--- src/rtl/mips_dmem_mmio.sv ---
// mips_dmem_mmio: data-side memory for the single-cycle MIPS core.
// Decodes the core's word address into a word RAM and memory-mapped
// peripherals (16-bit GPIO, prescaled down-counting timer with interrupt).
// Loads are combinational. Stores commit on the rising clk edge.
//
// Ports:
//   clk        system clock, all state updates on rising edge
//   reset      asynchronous, active-high reset
//   memwrite   store strobe from core
//   addr       byte address (core aluout), addr[1:0] ignored
//   writedata  store data from core
//   readdata   load data, combinational from addr
//   gpio_in    external inputs, asynchronous to clk
//   gpio_out   registered GPIO output
//   irq        timer interrupt, level, active-high
module mips_dmem_mmio #(
    parameter int unsigned RAM_AW   = 6,
    parameter int unsigned PRESCALE = 1
) (
    input  logic        clk,
    input  logic        reset,
    input  logic        memwrite,
    input  logic [31:0] addr,
    input  logic [31:0] writedata,
    output logic [31:0] readdata,
    input  logic [15:0] gpio_in,
    output logic [15:0] gpio_out,
    output logic        irq
);

    localparam logic [31:0] A_GPIO_OUT  = 32'hFFFF_0000;
    localparam logic [31:0] A_GPIO_IN   = 32'hFFFF_0004;
    localparam logic [31:0] A_TMR_LOAD  = 32'hFFFF_0010;
    localparam logic [31:0] A_TMR_COUNT = 32'hFFFF_0014;
    localparam logic [31:0] A_TMR_CTRL  = 32'hFFFF_0018;
    localparam logic [31:0] A_TMR_STAT  = 32'hFFFF_001C;

    localparam int unsigned RAM_WORDS = 1 << RAM_AW;
    localparam logic [15:0] PS_LAST   = 16'(PRESCALE - 1);

    // ---------------- address decode ----------------
    logic [31:0]       w_word;
    logic [RAM_AW-1:0] w_ram_idx;
    logic              w_ram_we;
    logic              w_we_gpio;
    logic              w_we_load;
    logic              w_we_count;
    logic              w_we_ctrl;
    logic              w_we_stat;
    logic              w_unused;

    assign w_word     = {addr[31:2], 2'b00};
    assign w_ram_idx  = addr[RAM_AW+1:2];
    assign w_ram_we   = memwrite & ~addr[31];
    assign w_we_gpio  = memwrite & (w_word == A_GPIO_OUT);
    assign w_we_load  = memwrite & (w_word == A_TMR_LOAD);
    assign w_we_count = memwrite & (w_word == A_TMR_COUNT);
    assign w_we_ctrl  = memwrite & (w_word == A_TMR_CTRL);
    assign w_we_stat  = memwrite & (w_word == A_TMR_STAT);
    assign w_unused   = ^addr[1:0];

    // ---------------- RAM (not reset) ----------------
    logic [31:0] r_ram [RAM_WORDS];

    always_ff @(posedge clk) begin
        if (w_ram_we) r_ram[w_ram_idx] <= writedata;
    end

    // ---------------- GPIO ----------------
    logic [15:0] r_gpio_out;
    logic [15:0] r_sync1;
    logic [15:0] r_sync2;

    always_ff @(posedge clk or posedge reset) begin
        if (reset) begin
            r_gpio_out <= '0;
            r_sync1    <= '0;
            r_sync2    <= '0;
        end else begin
            r_sync1 <= gpio_in;
            r_sync2 <= r_sync1;
            if (w_we_gpio) r_gpio_out <= writedata[15:0];
        end
    end

    assign gpio_out = r_gpio_out;

    // ---------------- timer ----------------
    logic [15:0] r_presc;
    logic [31:0] r_load;
    logic [31:0] r_count;
    logic        r_en;
    logic        r_ar;
    logic        r_ie;
    logic        r_expired;
    logic        w_tick;
    logic        w_expire;

    assign w_tick   = r_en && (r_presc == PS_LAST);
    assign w_expire = w_tick && (r_count == '0);

    // Later assignments in this block override earlier ones: CPU writes to
    // COUNT/CTRL follow the tick update so they win, while the hardware set
    // of expired follows the W1C clear so expiry wins.
    always_ff @(posedge clk or posedge reset) begin
        if (reset) begin
            r_presc   <= '0;
            r_load    <= '0;
            r_count   <= '0;
            r_en      <= 1'b0;
            r_ar      <= 1'b0;
            r_ie      <= 1'b0;
            r_expired <= 1'b0;
        end else begin
            if (!r_en || w_tick) r_presc <= '0;
            else                 r_presc <= r_presc + 16'd1;

            if (w_tick) begin
                if (r_count != '0) r_count <= r_count - 32'd1;
                else if (r_ar)     r_count <= r_load;
                else               r_en    <= 1'b0;
            end

            if (w_we_load)  r_load  <= writedata;
            if (w_we_count) r_count <= writedata;
            if (w_we_ctrl) begin
                r_en <= writedata[0];
                r_ar <= writedata[1];
                r_ie <= writedata[2];
            end

            if (w_we_stat && writedata[0]) r_expired <= 1'b0;
            if (w_expire)                  r_expired <= 1'b1;
        end
    end

    assign irq = r_expired & r_ie;

    // ---------------- read mux ----------------
    always_comb begin
        readdata = '0;
        if (!addr[31]) begin
            readdata = r_ram[w_ram_idx];
        end else begin
            case (w_word)
                A_GPIO_OUT:  readdata = {16'h0000, r_gpio_out};
                A_GPIO_IN:   readdata = {16'h0000, r_sync2};
                A_TMR_LOAD:  readdata = r_load;
                A_TMR_COUNT: readdata = r_count;
                A_TMR_CTRL:  readdata = {29'd0, r_ie, r_ar, r_en};
                A_TMR_STAT:  readdata = {31'd0, r_expired};
                default:     readdata = '0;
            endcase
        end
    end

endmodule
--- config.mk ---
export PLATFORM = sky130hd
export DESIGN_NAME = mips_dmem_mmio
export DESIGN_NICKNAME = d
export VERILOG_FILES = /design/src/rtl/mips_dmem_mmio.sv
export SDC_FILE = /design/constraint.sdc
export NUM_CORES = 2
export LEC_CHECK = 0
export BUFFER_PORTS_ARGS = -buffer_cell sky130_fd_sc_hd__buf_4
export CELL_PAD_IN_SITES_DETAIL_PLACEMENT = 1
export CELL_PAD_IN_SITES_GLOBAL_PLACEMENT = 2
export CORE_ASPECT_RATIO = 1.5
export CORE_UTILIZATION = 40
export CTS_BUF_LIST = sky130_fd_sc_hd__clkbuf_4 sky130_fd_sc_hd__clkbuf_8 sky130_fd_sc_hd__clkbuf_16
export DETAILED_ROUTE_END_ITERATION = 7
export PLACE_DENSITY = 0.76
export REMOVE_ABC_BUFFERS = 1
export SLEW_MARGIN = 40
export SYNTH_ARGS = -nofsm -noshare
export SYNTH_HDL_FRONTEND = slang
export SYNTH_SLANG_ARGS = --single-unit
--- constraint.sdc ---
create_clock -name clk -period 3.35 [get_ports clk]
set_input_delay 0.1675 -clock clk [delete_from_list [all_inputs] [get_ports clk]]
set_output_delay 0.1675 -clock clk [all_outputs]
set_load 0.05 [all_outputs]
# Word-level counts from Yosys, hierarchy flattened
# Memories as Yosys holds them, arrays and structs flattened.
# Index checks and enable logic that the tools add are counted.
# totals
register_bits	132
romBits	0
memories	1
wordCells	58
input_bits	83
latchBits	0
ram_bits	2048
output_inout_bits	49
# op_classes
reduce_logical	14
eq_ne	8
shifts	0
n_addsub	2
bitwise_logic	8
order_cmp	0
n_mux	15
n_div	0
n_mul	0
# memory_table
memory	words	word_bits	rd	rd_clocked_by_memory_dff	wr	line	rtl
r_ram	64	32	1	0	1	63	logic [31:0] r_ram [RAM_WORDS];
# op_table
operator	count
32-bit one-hot mux with 6 select lines	1
30-bit == test (second input constant)	6
32-bit 2-to-1 mux	5
32-bit logical NOT	1
32-bit nonzero test	1
32-bit by 1-bit subtractor with 32-bit output (second input constant)	1
16-bit by 1-bit adder with 16-bit output (second input constant)	1
16-bit logical NOT	1
16-bit 2-to-1 mux	1
1-bit 2-to-1 mux	8
1-bit bitwise AND	7
2-bit nonzero test	3
2-bit != test (second input constant)	2
1-bit logical AND	3
3-bit AND reduction	1
3-bit nonzero test	1
2-bit AND reduction	1
1-bit logical NOT	1
1-bit logical OR	1
1-bit NOT	1

# Depth between registers and ports, before layout
# depth
ltp_word	5
ltp_mapped	11
ltp_nobuf	8

# Least setup slack after synthesis
# No wires, ideal clock.
# synth_path
path_type	input to register
startpoint	input addr[2]
endpoint	memory r_ram[11][0] (enable)
slack_ns	-0.432
path_stages	9
required_ns	2.929
arrival_ns	3.361
n_path_buf	7
setup_ns	0.421
cell_sequence	buf_4 > buf_2 > buf_2 > buf_2 > buf_2 > buf_4 > buf_2 > nand3_1 > nor2_1
# synth_lines
element	line	rtl
start, declared	23	input logic [31:0] addr,
end, declared	63	
# Straight into the memory's write port.

# Worst setup path in the final report
# layout_path
startpoint	memory r_ram[4][14]
endpoint	output readdata[14]
# layout_via
elab_chain_len	2
# layout_rtl
element	line	rtl
memory read 64 x 32 bit	n/a	
32-bit 2-to-1 mux	142	if (!addr[31]) begin
end, declared	25	output logic [31:0] readdata,
# Every way passes these cells.

==> impl_results.md <==
* Synth Area per Inst at 21.5 sq um
* Horiz. Die Dim at 379 microns
* Max Freq at 0.293 GHz
* Number of global-route vias before repair at 46,400
* Fraction of registers with async set/reset at 6.06%
* Worst-path cell chain: mux4_2 > mux4_2 > a211o_1 > a31oi_2 > buf_4 > o21ai_4 > buf_6
* CP arrival at 3250 ps
* Total power at 0.0567 W
* Share of cells above drive strength 1 at 34.4%
* Initial Util at 40.2%
* Clock transition at the registers of the reported paths at 70 ps
* Post-synth top flop: edfxtp_1
* Max IR drop VDD at 0.450 mV
* PwrDens at 559 nW/um^2
* Total clock sinks at 2,180
* Largest family of logic cells by synthesized area: multiplexers
* Post-placement cell area at 93,300 sq um
* Clock buffer depth at 4
* Core ar. at 212,000 sq um
* Layout Utilization at 47.9%
* Yosys warns at 0
* Slew headroom at 36.8%
* Mux share of post-synthesis cell area at 18.0%
* Max Cap Viol at 0
* Detailed Route WL at 255 mm
* Vias at 44,300
* Synth Area in Compound Gates at 2.04%
* Initial antenna violation count at 13
* Outcome: complete, but fails checks
* Hold Fails Final Rpt at 0
* # H-tree levels at 4
* Cells after Synth at 3,971
* Synth area leader: edfxtp_1
* Max Fanout on Critical Path at 1
* Iteration-0 DRC count of the detailed router at 4,134
* Setup violators final at 3
* Crit path launch type: flop
* Area Growth Syn to Fin at 19.0%
* GRT Total Usage at 23.7%
* Row cnt at 207
* Worst EP required at 3180 ps
* Fin worst setup slack at -67.1 ps
* Die Span Y at 567 microns
* Leak at 33.0 nW
* Setup TNS Final at -145 ps
* CP peak stage delay at 600 ps
* HPWL after DPL at 156 mm
* Worst hold slack at 42.0 ps
* First-pass GRT wire length at 357 mm
* CTS tree: done
* Slew Limit Fails at 0
* Cell mode on critical path: mux4_2
* Root Driver: clkbuf_16
* HP Class: input pin to flop
* Grt ovf at 0
* Via density at 5.91
* DRC at 0
* Post-synth EDFFs at 2,048
* Worst-Margin Slew at 948 ps
* Fin crit period at 3420 ps
* Top-count cell post-synth: edfxtp_1
* Synth Register Bits at 2,180
* Post-Syn Area at 85,200 sq um
* Setup Skew at 36.4 ps
* Post-synth top area share at 72.2%
* Synth Area in XOR/XNOR at 0.206%
* Top post-synthesis cells by count: edfxtp_1, mux4_2, mux2i_1
* Area contributors post-synth: edfxtp_1, mux4_2, dfrtp_1
* Clk_lat worst skew at 870 ps
* Die ar. at 215,000 sq um
* Post-synthesis simple-gate area fraction at 2.47%
* CP max-delay cell: mux4_2
* Crit share post-route at 102%
* Largest net degree at the start of global routing at 97
* Top Ports at 132
* GP Congestion at 0.858
* Critical Path End Type: output port
* Adder-cell share of the synthesized area at 0.0587%
* Violated checks: negative setup slack
* Port bufs at 129
* Drt wl/cell at 34.0 microns
* Num CTS Buffers at 197
* Post-Layout Inst Area at 101,000 sq um
* Seq/Total Area, Yosys at 76.1%
* Netlist cell types at 67
* Kind of critical path: flop to output port
* Final ANT Viol Nets at 0
* Pre-Repair DR Iteration Count at 5
* RSZ-0062 raised after global routing: true
* Nets at 4,616
[what timing repair did]
action | CTS | global route
hold buffers | 65 | 0
setup buffers | 0 | 1
gates resized for setup | 111 | 34
endpoints found under the hold margin | 1687 | 0
setup endpoints to repair | 26 | 21
pin swaps | 7 | 14
[cell type report]
class,instances,area [sq um]
Antenna cell,3,7.51
Clock buffer,232,5280
Clock inverter,118,1290
Fill cell,19300,110000
Inverter,14,60.1
Multi-Input combinational cell,1556,20600
Sequential cell,2180,64800
Tap cell,2821,3530
Timing Repair Buffer,580,5880
[power by group]
part	internal (W)	switching, W	total (W)	leakage [nW]
registers	0.0299	0.0000342	0.0299	20.1
logic	0.00136	0.00215	0.00351	9.73
clock network	0.0133	0.0100	0.0233	3.24
total	0.0445	0.0122	0.0567	33.0
[placed cells by master, fill, tap and decap left out, drive strengths merged, types with 48 or more instances in the layout]
cell,n
mux4,546
clkinv,78
clkbuf,232
edfxtp,2048
dlygate4sd3,65
dfrtp,132
mux2i,221
mux2,70
nor2,137
o22ai,98
o21ai,48
nand2,93
nand3,57
buf,515
[cells by family (layout without fill, tap and decap cells)]
group,after synthesis,count (layout)
other cells,0,3
simple gates,427,427
mux,837,837
compound gates,268,268
buf+inv,235,944
xor+xnor,20,20
flops,2180,2180
fa+ha+maj,4,4
[final timing paths]
kind / from / depth (start not counted) / slack (ps) / endpoint
min in group asynchronous: reset / 4 / 630 / gpio_out[6]$_DFFE_PP0P_
hold / removal: gpio_in[0] / 2 / 40 / r_sync1[0]$_DFF_PP0_
max in group asynchronous: reset / 5 / 1870 / r_load[25]$_DFFE_PP0P_
hold reg to reg: r_sync1[7]$_DFF_PP0_ / 0 / 350 / r_sync2[7]$_DFF_PP0_
setup / recovery: r_ram[4][14]$_DFFE_PP_ / 7 / -70 / readdata[14]
setup reg to reg: r_count[1]$_DFFE_PP0P_ / 9 / 470 / r_count[18]$_DFFE_PP0P_
[per-stage QoR]
| step | instances | setup slack [ps] |
|---|---|---|
| 2_1_floorplan | 3750 | -375 |
| 3_3_place_gp | 7072 | -196 |
| 3_5_place_dp | 7080 | -156 |
| 4_1_cts | 7493 | -110 |
| 5_1_grt | 7503 | -133 |
| 6_report | 7504 | -67.1 |
[critical path, delay by kind of cell, from the launching register on]
family / cells / cell delay, ps
buffers and inverters: 2 / 350
multiplexers: 2 / 1060
flip-flops: 1 / 380
AO/OA/AOI/OAI: 3 / 600
[sequential cells by signal, summed over array words and instances, names as in the netlist]
signal and count:
r_expired 1, r_presc 16, r_sync1 16, r_ie 1
r_load 32, gpio_out 16, r_count 32, r_ar 1
r_ram 2048, r_sync2 16, r_en 1
[routing by layer]
metal	vias to the layer above	GRT usage, %	part of all wire [%]
li1	17800	-	-
met1	24300	28.5	36
met2	1791	41.1	52
met3	457	3.45	6.0
met4	6	12.1	5.7
met5	-	0	0.014
Note: power is estimated with default switching activity, not from simulation.
